`src/rtl/axi_lite_slave_regs_if.sv`:
```
// AXI4-Lite channel bundle (32-bit address/data) between a register slave and its master.
interface axi_lite_if;
  localparam int unsigned ADDR_W = 32;
  localparam int unsigned DATA_W = 32;
  localparam int unsigned STRB_W = DATA_W / 8;
  localparam int unsigned RESP_W = 2;

  typedef logic [ADDR_W-1:0] addr_t;
  typedef logic [DATA_W-1:0] data_t;

  addr_t              awaddr;
  logic               awvalid;
  logic               awready;
  data_t              wdata;
  logic [STRB_W-1:0]  wstrb;
  logic               wvalid;
  logic               wready;
  logic [RESP_W-1:0]  bresp;
  logic               bvalid;
  logic               bready;
  addr_t              araddr;
  logic               arvalid;
  logic               arready;
  data_t              rdata;
  logic [RESP_W-1:0]  rresp;
  logic               rvalid;
  logic               rready;

  modport master (
    output awaddr, awvalid, wdata, wstrb, wvalid, bready, araddr, arvalid, rready,
    input  awready, wready, bresp, bvalid, arready, rdata, rresp, rvalid
  );

  modport slave (
    input  awaddr, awvalid, wdata, wstrb, wvalid, bready, araddr, arvalid, rready,
    output awready, wready, bresp, bvalid, arready, rdata, rresp, rvalid
  );
endinterface

```
`src/rtl/axi_lite_slave_regs.sv`:
```
// AXI4-Lite bank of NUM_REGS 32-bit registers with one-entry AW/W buffers and per-register write strobes.
// Define AXIL_SLVERR_EN to answer out-of-range accesses with SLVERR instead of OKAY.
module axi_lite_slave_regs #(
  parameter int unsigned NUM_REGS  = 8,
  parameter logic [31:0] BASE_ADDR = 32'h0000_0000
) (
  input  logic                   clk,
  input  logic                   rst,
  axi_lite_if.slave              s_axi_lite,
  output logic [NUM_REGS*32-1:0] regs_out,
  output logic [NUM_REGS-1:0]    wr_pulse
);
  localparam int unsigned ADDR_W = 32;
  localparam int unsigned DATA_W = 32;
  localparam int unsigned STRB_W = DATA_W / 8;
  localparam int unsigned BYTE_W = 8;
  localparam logic [1:0]  RESP_OKAY = 2'b00;
`ifdef AXIL_SLVERR_EN
  localparam logic [1:0]  RESP_ERR  = 2'b10;
`else
  localparam logic [1:0]  RESP_ERR  = 2'b00;
`endif

  function automatic logic in_range(input logic [ADDR_W-1:0] addr);
    return (addr >= BASE_ADDR) && (((addr - BASE_ADDR) >> 2) < ADDR_W'(NUM_REGS));
  endfunction

  function automatic logic [ADDR_W-1:0] word_idx(input logic [ADDR_W-1:0] addr);
    return (addr - BASE_ADDR) >> 2;
  endfunction

  logic [DATA_W-1:0] regs_q [NUM_REGS];
  logic [DATA_W-1:0] regs_d [NUM_REGS];
  logic              aw_full_q, aw_full_d;
  logic [ADDR_W-1:0] awaddr_q, awaddr_d;
  logic              w_full_q, w_full_d;
  logic [DATA_W-1:0] wdata_q, wdata_d;
  logic [STRB_W-1:0] wstrb_q, wstrb_d;
  logic              bvalid_q, bvalid_d;
  logic [1:0]        bresp_q, bresp_d;
  logic              rvalid_q, rvalid_d;
  logic [DATA_W-1:0] rdata_q, rdata_d;
  logic [1:0]        rresp_q, rresp_d;
  logic [NUM_REGS-1:0] wr_pulse_q, wr_pulse_d;

  logic              aw_hs, w_hs, ar_hs, commit;
  logic              wr_ok, rd_ok;
  logic [ADDR_W-1:0] wr_word, rd_word;
  logic [DATA_W-1:0] rd_sel;

  assign aw_hs   = s_axi_lite.awvalid && !aw_full_q;
  assign w_hs    = s_axi_lite.wvalid  && !w_full_q;
  assign ar_hs   = s_axi_lite.arvalid && !rvalid_q;
  // A write may only commit once the previous response has fully retired.
  assign commit  = aw_full_q && w_full_q && !bvalid_q;
  assign wr_ok   = in_range(awaddr_q);
  assign wr_word = word_idx(awaddr_q);
  assign rd_ok   = in_range(s_axi_lite.araddr);
  assign rd_word = word_idx(s_axi_lite.araddr);

  // Read mux samples the pre-commit register value.
  always_comb begin
    rd_sel = '0;
    for (int unsigned i = 0; i < NUM_REGS; i++) begin
      if (rd_word == i) rd_sel = regs_q[i];
    end
  end

  always_comb begin
    regs_d     = regs_q;
    aw_full_d  = aw_full_q;
    awaddr_d   = awaddr_q;
    w_full_d   = w_full_q;
    wdata_d    = wdata_q;
    wstrb_d    = wstrb_q;
    bvalid_d   = bvalid_q;
    bresp_d    = bresp_q;
    rvalid_d   = rvalid_q;
    rdata_d    = rdata_q;
    rresp_d    = rresp_q;
    wr_pulse_d = '0;

    if (aw_hs) begin
      aw_full_d = 1'b1;
      awaddr_d  = s_axi_lite.awaddr;
    end
    if (w_hs) begin
      w_full_d = 1'b1;
      wdata_d  = s_axi_lite.wdata;
      wstrb_d  = s_axi_lite.wstrb;
    end
    if (bvalid_q && s_axi_lite.bready) bvalid_d = 1'b0;

    if (commit) begin
      aw_full_d = 1'b0;
      w_full_d  = 1'b0;
      bvalid_d  = 1'b1;
      bresp_d   = wr_ok ? RESP_OKAY : RESP_ERR;
      for (int unsigned i = 0; i < NUM_REGS; i++) begin
        if (wr_ok && (wr_word == i)) begin
          for (int unsigned k = 0; k < STRB_W; k++) begin
            if (wstrb_q[k]) regs_d[i][BYTE_W*k +: BYTE_W] = wdata_q[BYTE_W*k +: BYTE_W];
          end
          wr_pulse_d[i] = 1'b1;
        end
      end
    end

    if (rvalid_q && s_axi_lite.rready) rvalid_d = 1'b0;
    if (ar_hs) begin
      rvalid_d = 1'b1;
      rdata_d  = rd_ok ? rd_sel : '0;
      rresp_d  = rd_ok ? RESP_OKAY : RESP_ERR;
    end
  end

  always_ff @(posedge clk) begin
    if (rst) begin
      regs_q     <= '{default: '0};
      aw_full_q  <= 1'b0;
      awaddr_q   <= '0;
      w_full_q   <= 1'b0;
      wdata_q    <= '0;
      wstrb_q    <= '0;
      bvalid_q   <= 1'b0;
      bresp_q    <= RESP_OKAY;
      rvalid_q   <= 1'b0;
      rdata_q    <= '0;
      rresp_q    <= RESP_OKAY;
      wr_pulse_q <= '0;
    end else begin
      regs_q     <= regs_d;
      aw_full_q  <= aw_full_d;
      awaddr_q   <= awaddr_d;
      w_full_q   <= w_full_d;
      wdata_q    <= wdata_d;
      wstrb_q    <= wstrb_d;
      bvalid_q   <= bvalid_d;
      bresp_q    <= bresp_d;
      rvalid_q   <= rvalid_d;
      rdata_q    <= rdata_d;
      rresp_q    <= rresp_d;
      wr_pulse_q <= wr_pulse_d;
    end
  end

  always_comb begin
    regs_out = '0;
    for (int unsigned i = 0; i < NUM_REGS; i++) begin
      regs_out[DATA_W*i +: DATA_W] = regs_q[i];
    end
  end

  assign wr_pulse           = wr_pulse_q;
  assign s_axi_lite.awready = !aw_full_q;
  assign s_axi_lite.wready  = !w_full_q;
  assign s_axi_lite.bvalid  = bvalid_q;
  assign s_axi_lite.bresp   = bresp_q;
  assign s_axi_lite.arready = !rvalid_q;
  assign s_axi_lite.rvalid  = rvalid_q;
  assign s_axi_lite.rdata   = rdata_q;
  assign s_axi_lite.rresp   = rresp_q;
endmodule
```
`src/flat_wrapper.sv`:
```
// flat-port wrapper written by rule: the top's interface ports become plain ports
module axi_lite_slave_regs_flat 
#(
  parameter int unsigned NUM_REGS  = 8,
  parameter logic [31:0] BASE_ADDR = 32'h0000_0000
)
  (clk, rst, regs_out, wr_pulse, s_axi_lite_awaddr, s_axi_lite_awvalid, s_axi_lite_wdata, s_axi_lite_wstrb, s_axi_lite_wvalid, s_axi_lite_bready, s_axi_lite_araddr, s_axi_lite_arvalid, s_axi_lite_rready, s_axi_lite_awready, s_axi_lite_wready, s_axi_lite_bresp, s_axi_lite_bvalid, s_axi_lite_arready, s_axi_lite_rdata, s_axi_lite_rresp, s_axi_lite_rvalid);
  axi_lite_if s_axi_lite_i ();
  input  logic clk;
  input  logic rst;
  output logic [NUM_REGS*32-1:0] regs_out;
  output logic [NUM_REGS-1:0] wr_pulse;
  input wire logic [$bits(s_axi_lite_i.awaddr)-1:0] s_axi_lite_awaddr;
  input wire logic [$bits(s_axi_lite_i.awvalid)-1:0] s_axi_lite_awvalid;
  input wire logic [$bits(s_axi_lite_i.wdata)-1:0] s_axi_lite_wdata;
  input wire logic [$bits(s_axi_lite_i.wstrb)-1:0] s_axi_lite_wstrb;
  input wire logic [$bits(s_axi_lite_i.wvalid)-1:0] s_axi_lite_wvalid;
  input wire logic [$bits(s_axi_lite_i.bready)-1:0] s_axi_lite_bready;
  input wire logic [$bits(s_axi_lite_i.araddr)-1:0] s_axi_lite_araddr;
  input wire logic [$bits(s_axi_lite_i.arvalid)-1:0] s_axi_lite_arvalid;
  input wire logic [$bits(s_axi_lite_i.rready)-1:0] s_axi_lite_rready;
  output wire logic [$bits(s_axi_lite_i.awready)-1:0] s_axi_lite_awready;
  output wire logic [$bits(s_axi_lite_i.wready)-1:0] s_axi_lite_wready;
  output wire logic [$bits(s_axi_lite_i.bresp)-1:0] s_axi_lite_bresp;
  output wire logic [$bits(s_axi_lite_i.bvalid)-1:0] s_axi_lite_bvalid;
  output wire logic [$bits(s_axi_lite_i.arready)-1:0] s_axi_lite_arready;
  output wire logic [$bits(s_axi_lite_i.rdata)-1:0] s_axi_lite_rdata;
  output wire logic [$bits(s_axi_lite_i.rresp)-1:0] s_axi_lite_rresp;
  output wire logic [$bits(s_axi_lite_i.rvalid)-1:0] s_axi_lite_rvalid;
  assign s_axi_lite_i.awaddr = s_axi_lite_awaddr;
  assign s_axi_lite_i.awvalid = s_axi_lite_awvalid;
  assign s_axi_lite_i.wdata = s_axi_lite_wdata;
  assign s_axi_lite_i.wstrb = s_axi_lite_wstrb;
  assign s_axi_lite_i.wvalid = s_axi_lite_wvalid;
  assign s_axi_lite_i.bready = s_axi_lite_bready;
  assign s_axi_lite_i.araddr = s_axi_lite_araddr;
  assign s_axi_lite_i.arvalid = s_axi_lite_arvalid;
  assign s_axi_lite_i.rready = s_axi_lite_rready;
  assign s_axi_lite_awready = s_axi_lite_i.awready;
  assign s_axi_lite_wready = s_axi_lite_i.wready;
  assign s_axi_lite_bresp = s_axi_lite_i.bresp;
  assign s_axi_lite_bvalid = s_axi_lite_i.bvalid;
  assign s_axi_lite_arready = s_axi_lite_i.arready;
  assign s_axi_lite_rdata = s_axi_lite_i.rdata;
  assign s_axi_lite_rresp = s_axi_lite_i.rresp;
  assign s_axi_lite_rvalid = s_axi_lite_i.rvalid;
  axi_lite_slave_regs #(.NUM_REGS(NUM_REGS), .BASE_ADDR(BASE_ADDR)) u_core (.clk(clk), .rst(rst), .s_axi_lite(s_axi_lite_i), .regs_out(regs_out), .wr_pulse(wr_pulse));
endmodule
```
`config.mk`:
```
export PLATFORM = sky130hd
export DESIGN_NAME = axi_lite_slave_regs_flat
export DESIGN_NICKNAME = d
export VERILOG_FILES = /design/src/rtl/axi_lite_slave_regs_if.sv /design/src/rtl/axi_lite_slave_regs.sv /design/src/flat_wrapper.sv
export SDC_FILE = /design/constraint.sdc
export NUM_CORES = 1
export LEC_CHECK = 0
export BUFFER_PORTS_ARGS = -buffer_cell sky130_fd_sc_hd__buf_2
export CELL_PAD_IN_SITES_DETAIL_PLACEMENT = 0
export CELL_PAD_IN_SITES_GLOBAL_PLACEMENT = 1
export CORE_ASPECT_RATIO = 0.6
export CORE_UTILIZATION = 42
export CTS_CLUSTER_SIZE = 20
export DETAILED_ROUTE_END_ITERATION = 8
export PLACE_DENSITY_LB_ADDON = 0.1
export SLEW_MARGIN = 15
export SYNTH_ARGS = -nofsm -noshare
export SYNTH_HDL_FRONTEND = slang
export SYNTH_SLANG_ARGS = --single-unit
```
`constraint.sdc`:
```
create_clock -name clk -period 3.3 [get_ports clk]
set_input_delay 0.33 -clock clk [delete_from_list [all_inputs] [get_ports clk]]
set_output_delay 0.33 -clock clk [all_outputs]
set_load 0.005 [all_outputs]
```
==> impl_metrics.py <==
metrics = {
    "placement": {
        "detailedPlacementHpwl_um": 39600,
        "place_ws_ns": 0.908,
        "placed_inst_area_um2": 18100,
        "dp.cells": 2653,
        "buffer_ports.inserted": 403,
        "place_congestion": 0.869,
    },
    "sta": {
        "grt_setup_unrepaired": "false",
        "timing.clock.skew_ns": 0.0194,
        "tightest_slew_ns": 1.08,
        "final.hold.worst_slack_ns": 0.0254,
        "report.final.setup_viol": 0,
        "setup_tns_ns": 0,
        "report.final.slew_viol_count": 0,
        "period_needed_ns": 2.36,
        "finalWorstSetupSlack_ns": 0.937,
        "timing.slew.headroom": 0.276,
        "fmax_ghz": 0.423,
        "timing.final.hold_violations": 0,
        "fin_crit_sh": 0.716,
    },
    "worst_setup_path": {
        "critical_path.max_stage_delay_ns": 0.77,
        "critical_path.top_delay_family": "simple AND/OR/NAND/NOR gates",
        "r2r_slack_ns": 0.94,
        "reg2reg_from": "u_core.awaddr_q[12]$_SDFFE_PP0P_",
        "arrival_ns": 2.75,
        "list_of_cells_traversed_by_the_critical_path": "nor4_1 > nand4_1 > buf_12 > or4_1 > nand2_1 > a21oi_1",
        "regToRegEndpoint": "u_core.regs_out[215]$_SDFFE_PP0P_",
        "required_ns": 3.68,
        "critical_path.n_buffers_inverters": 1,
        "critPathCaptureType": "register",
        "crit_path_max_fanout": 60,
        "worst_r2r_path_depth": 6,
        "critical_path.slowest_cell": "sky130_fd_sc_hd__or4_1",
        "crit_type": "register to register",
        "critPathLaunchType": "register",
    },
    "power_and_ir_drop": {
        "power.ir.vdd_worst_uv": 353,
        "power_density_nw_per_um2": 491,
        "power.leakage_nw": 7.57,
    },
    "cells_and_area": {
        "layout-drive-gt1-share": 0.266,
        "nNetsFinal": 2296,
        "n_antenna_cell": 0,
        "finalNonFillerCells": 2722,
        "nFillCells": 3549,
        "area_delta_synth_final_pct": 23.1,
        "layout.cell_area.non_filler_um2": 19400,
    },
    "clock_tree": {
        "cts_tree": "yes",
        "clk_transition_reported_paths_ns": 0.07,
        "cts-buffers-inserted": 38,
        "cts-htree-levels": 2,
        "tritoncts_num_sinks": 366,
        "post_cts_hold_buffer_count": 0,
        "cts_setup_buffers": 0,
        "worst_skew_pair.late_latency_ns": 0.54,
        "clk_root_buffer_cell": "sky130_fd_sc_hd__clkbuf_16",
        "cts-resized-gates": 0,
        "cts-root-to-sink-buffers": 3,
    },
    "synth": {
        "synth_cell_types": 37,
        "seq_area_frac_synth": 0.465,
        "yosys_register_bits": 366,
        "ys_dominant_reg_cell": "sky130_fd_sc_hd__dfxtp_1",
        "count_of_flip_flops_with_a_built_in_enable_after_synthesis": 0,
        "synthesis.area_um2": 15800,
        "number_of_instances_in_the_synthesized_netlist": 1874,
        "synth_area_per_cell_um2": 8.41,
        "number_of_warning_messages_in_the_yosys_log": 0,
        "synth-async-reset-ratio": 0,
    },
    "grt": {
        "grt_max_degree": 111,
        "initial_antenna_violation_count": 1,
        "grt_first_pass_wirelength_um": 85900,
        "vias_in_the_first_global_route": 14000,
        "globalRouteTotalUtil": 0.291,
        "global_route.overflow_total": 0,
    },
    "job": {
        "drv_cap": 0,
    },
    "routing": {
        "detailroute.via_count": 15100,
        "total_detailed_routing_wirelength_um": 57400,
        "drc_viols": 0,
        "via_per_inst": 5.53,
        "postRouteAntennaNets": 0,
        "firstDrtPassIters": 7,
        "wl_per_cell_um": 21.1,
        "drt_iter0_drc": 1269,
    },
    "floorplanning": {
        "core_region_area_um2": 36600,
        "die_width_um": 252,
        "design.die.area_um2": 38300,
        "start_util": 0.430,
        "top_level_ports": 412,
        "num_rows": 54,
        "dieHeight_um": 152,
    },
    "hold_path": {
        "timing.hold.worst.class": "primary input to register",
        "holdCritStartpoint": "s_axi_lite_wdata[28]",
        "whs_path_depth": 3,
        "hold_end": "u_core.wdata_q[28]$_SDFFE_PP0P_",
    },
    "outcome": {
        "run_status": "complete, no violations",
    },
}
stage by stage:
step,util,power (mW)
6_report,0.530,9.52
5_1_grt,0.530,9.83
4_1_cts,0.530,9.59
3_5_place_dp,0.495,5.21
3_3_place_gp,0.495,5.20
2_1_floorplan,-,4.99
worst min-delay path, cell delays in order:
cell                      delay [ns]
sky130_fd_sc_hd__buf_2          0.09
sky130_fd_sc_hd__nand2_1        0.04
sky130_fd_sc_hd__a21oi_1        0.05
power by group:
part	internal, mW	switching [mW]
sequential	4.47	0.104
clock	2.53	1.88
combinational	0.170	0.371
total	7.17	2.35
Yosys cell counts, drive strengths merged, types with 2 or more instances:
cell type  instances  share of area
a211oi            54          0.026
a21oi            304          0.097
a2bb2oi            5         0.0028
buf               46          0.014
clkbuf           123          0.029
dfxtp            366           0.46
inv                5         0.0012
mux2               2         0.0014
mux2i             48          0.030
mux4              35          0.050
nand2            591           0.14
nand2b            14         0.0056
nand4              5         0.0020
nand4b             2         0.0011
nor2              66          0.016
nor2b              5         0.0020
nor3               2        0.00095
nor3b             27          0.013
nor4              46          0.047
o21a              27          0.013
o21ai             35          0.011
o22ai              2        0.00079
o31ai             27          0.013
o41ai              2         0.0011
or2                3         0.0012
or4               27          0.013
cell families after synthesis:
kind of cell,after synthesis,share of synthesized area
AO/OA/AOI/OAI,456,0.164
multiplexers,85,0.0819
AND/OR/NAND/NOR,792,0.244
buffers and inverters,174,0.0448
flip-flops,366,0.465
other,1,0.000238
worst max-delay path by stage:
stage | startpoint | to | slack, ns | depth (start not counted)
finish | u_core.awaddr_q[12]$_SDFFE_PP0P_ | u_core.regs_out[215]$_SDFFE_PP0P_ | 0.94 | 6
global route | u_core.awaddr_q[12]$_SDFFE_PP0P_ | u_core.regs_out[243]$_SDFFE_PP0P_ | 0.69 | 6
CTS | u_core.awaddr_q[3]$_SDFFE_PP0P_ | u_core.regs_out[215]$_SDFFE_PP0P_ | 0.93 | 4
detailed placement | s_axi_lite_araddr[25] | u_core.s_axi_lite.rdata[19]$_SDFFE_PP0P_ | 0.91 | 8
global placement | s_axi_lite_araddr[22] | u_core.s_axi_lite.rdata[13]$_SDFFE_PP0P_ | 0.95 | 8
floorplan | u_core.awaddr_q[26]$_SDFFE_PP0P_ | u_core.regs_out[159]$_SDFFE_PP0P_ | 1.34 | 6
routing by layer:
metal	up-vias	global-route usage	routed length, um
met5	-	0	0
li1	7089	-	-
met1	7310	0.403	25500
met2	572	0.462	26400
met4	0	0.0984	1660
met3	94	0.0432	3830
flip-flops by register name, summed over array words and instances, names as in the netlist:
signal / cells
u_core.regs_out: 256
u_core.s_axi_lite.rdata: 32
u_core.wdata_q: 32
u_core.awaddr_q: 30
u_core.wr_pulse: 8
u_core.wstrb_q: 4
u_core.aw_full_q: 1
u_core.s_axi_lite.bvalid: 1
u_core.s_axi_lite.rvalid: 1
u_core.w_full_q: 1
cell type report:
| type | count | area (um^2) | area share |
|---|---|---|---|
| clock inverter | 22 | 170 | 0.00877 |
| inverter | 5 | 18.8 | 0.000967 |
| tap | 504 | 631 | 0.0325 |
| sequential | 366 | 7330 | 0.378 |
| multi-input combinational | 1337 | 7770 | 0.400 |
| clock buffer | 47 | 1100 | 0.0566 |
| timing repair buffer | 441 | 2390 | 0.123 |
layout by cell type, fill, tap and decap left out, types with 4 or more instances in the layout:
cell type / instances
sky130_fd_sc_hd__buf_4: 33
sky130_fd_sc_hd__o21ai_1: 13
sky130_fd_sc_hd__buf_2: 401
sky130_fd_sc_hd__o31ai_1: 27
sky130_fd_sc_hd__mux2i_1: 48
sky130_fd_sc_hd__or4_1: 27
sky130_fd_sc_hd__a2bb2oi_1: 5
sky130_fd_sc_hd__conb_1: 4
sky130_fd_sc_hd__nor4_1: 11
sky130_fd_sc_hd__nand4_1: 5
sky130_fd_sc_hd__nand2b_1: 13
sky130_fd_sc_hd__inv_1: 5
sky130_fd_sc_hd__clkinv_2: 17
sky130_fd_sc_hd__o21a_1: 27
sky130_fd_sc_hd__a211oi_1: 54
sky130_fd_sc_hd__nor4_2: 8
sky130_fd_sc_hd__nor4_4: 27
sky130_fd_sc_hd__mux4_2: 35
sky130_fd_sc_hd__clkbuf_16: 41
sky130_fd_sc_hd__clkbuf_8: 5
sky130_fd_sc_hd__buf_12: 6
sky130_fd_sc_hd__o21ai_0: 22
sky130_fd_sc_hd__nor2_1: 65
sky130_fd_sc_hd__nor3b_1: 27
sky130_fd_sc_hd__nand2_1: 590
sky130_fd_sc_hd__dfxtp_1: 366
sky130_fd_sc_hd__a21oi_1: 304
(Power assumes the default switching activity.)
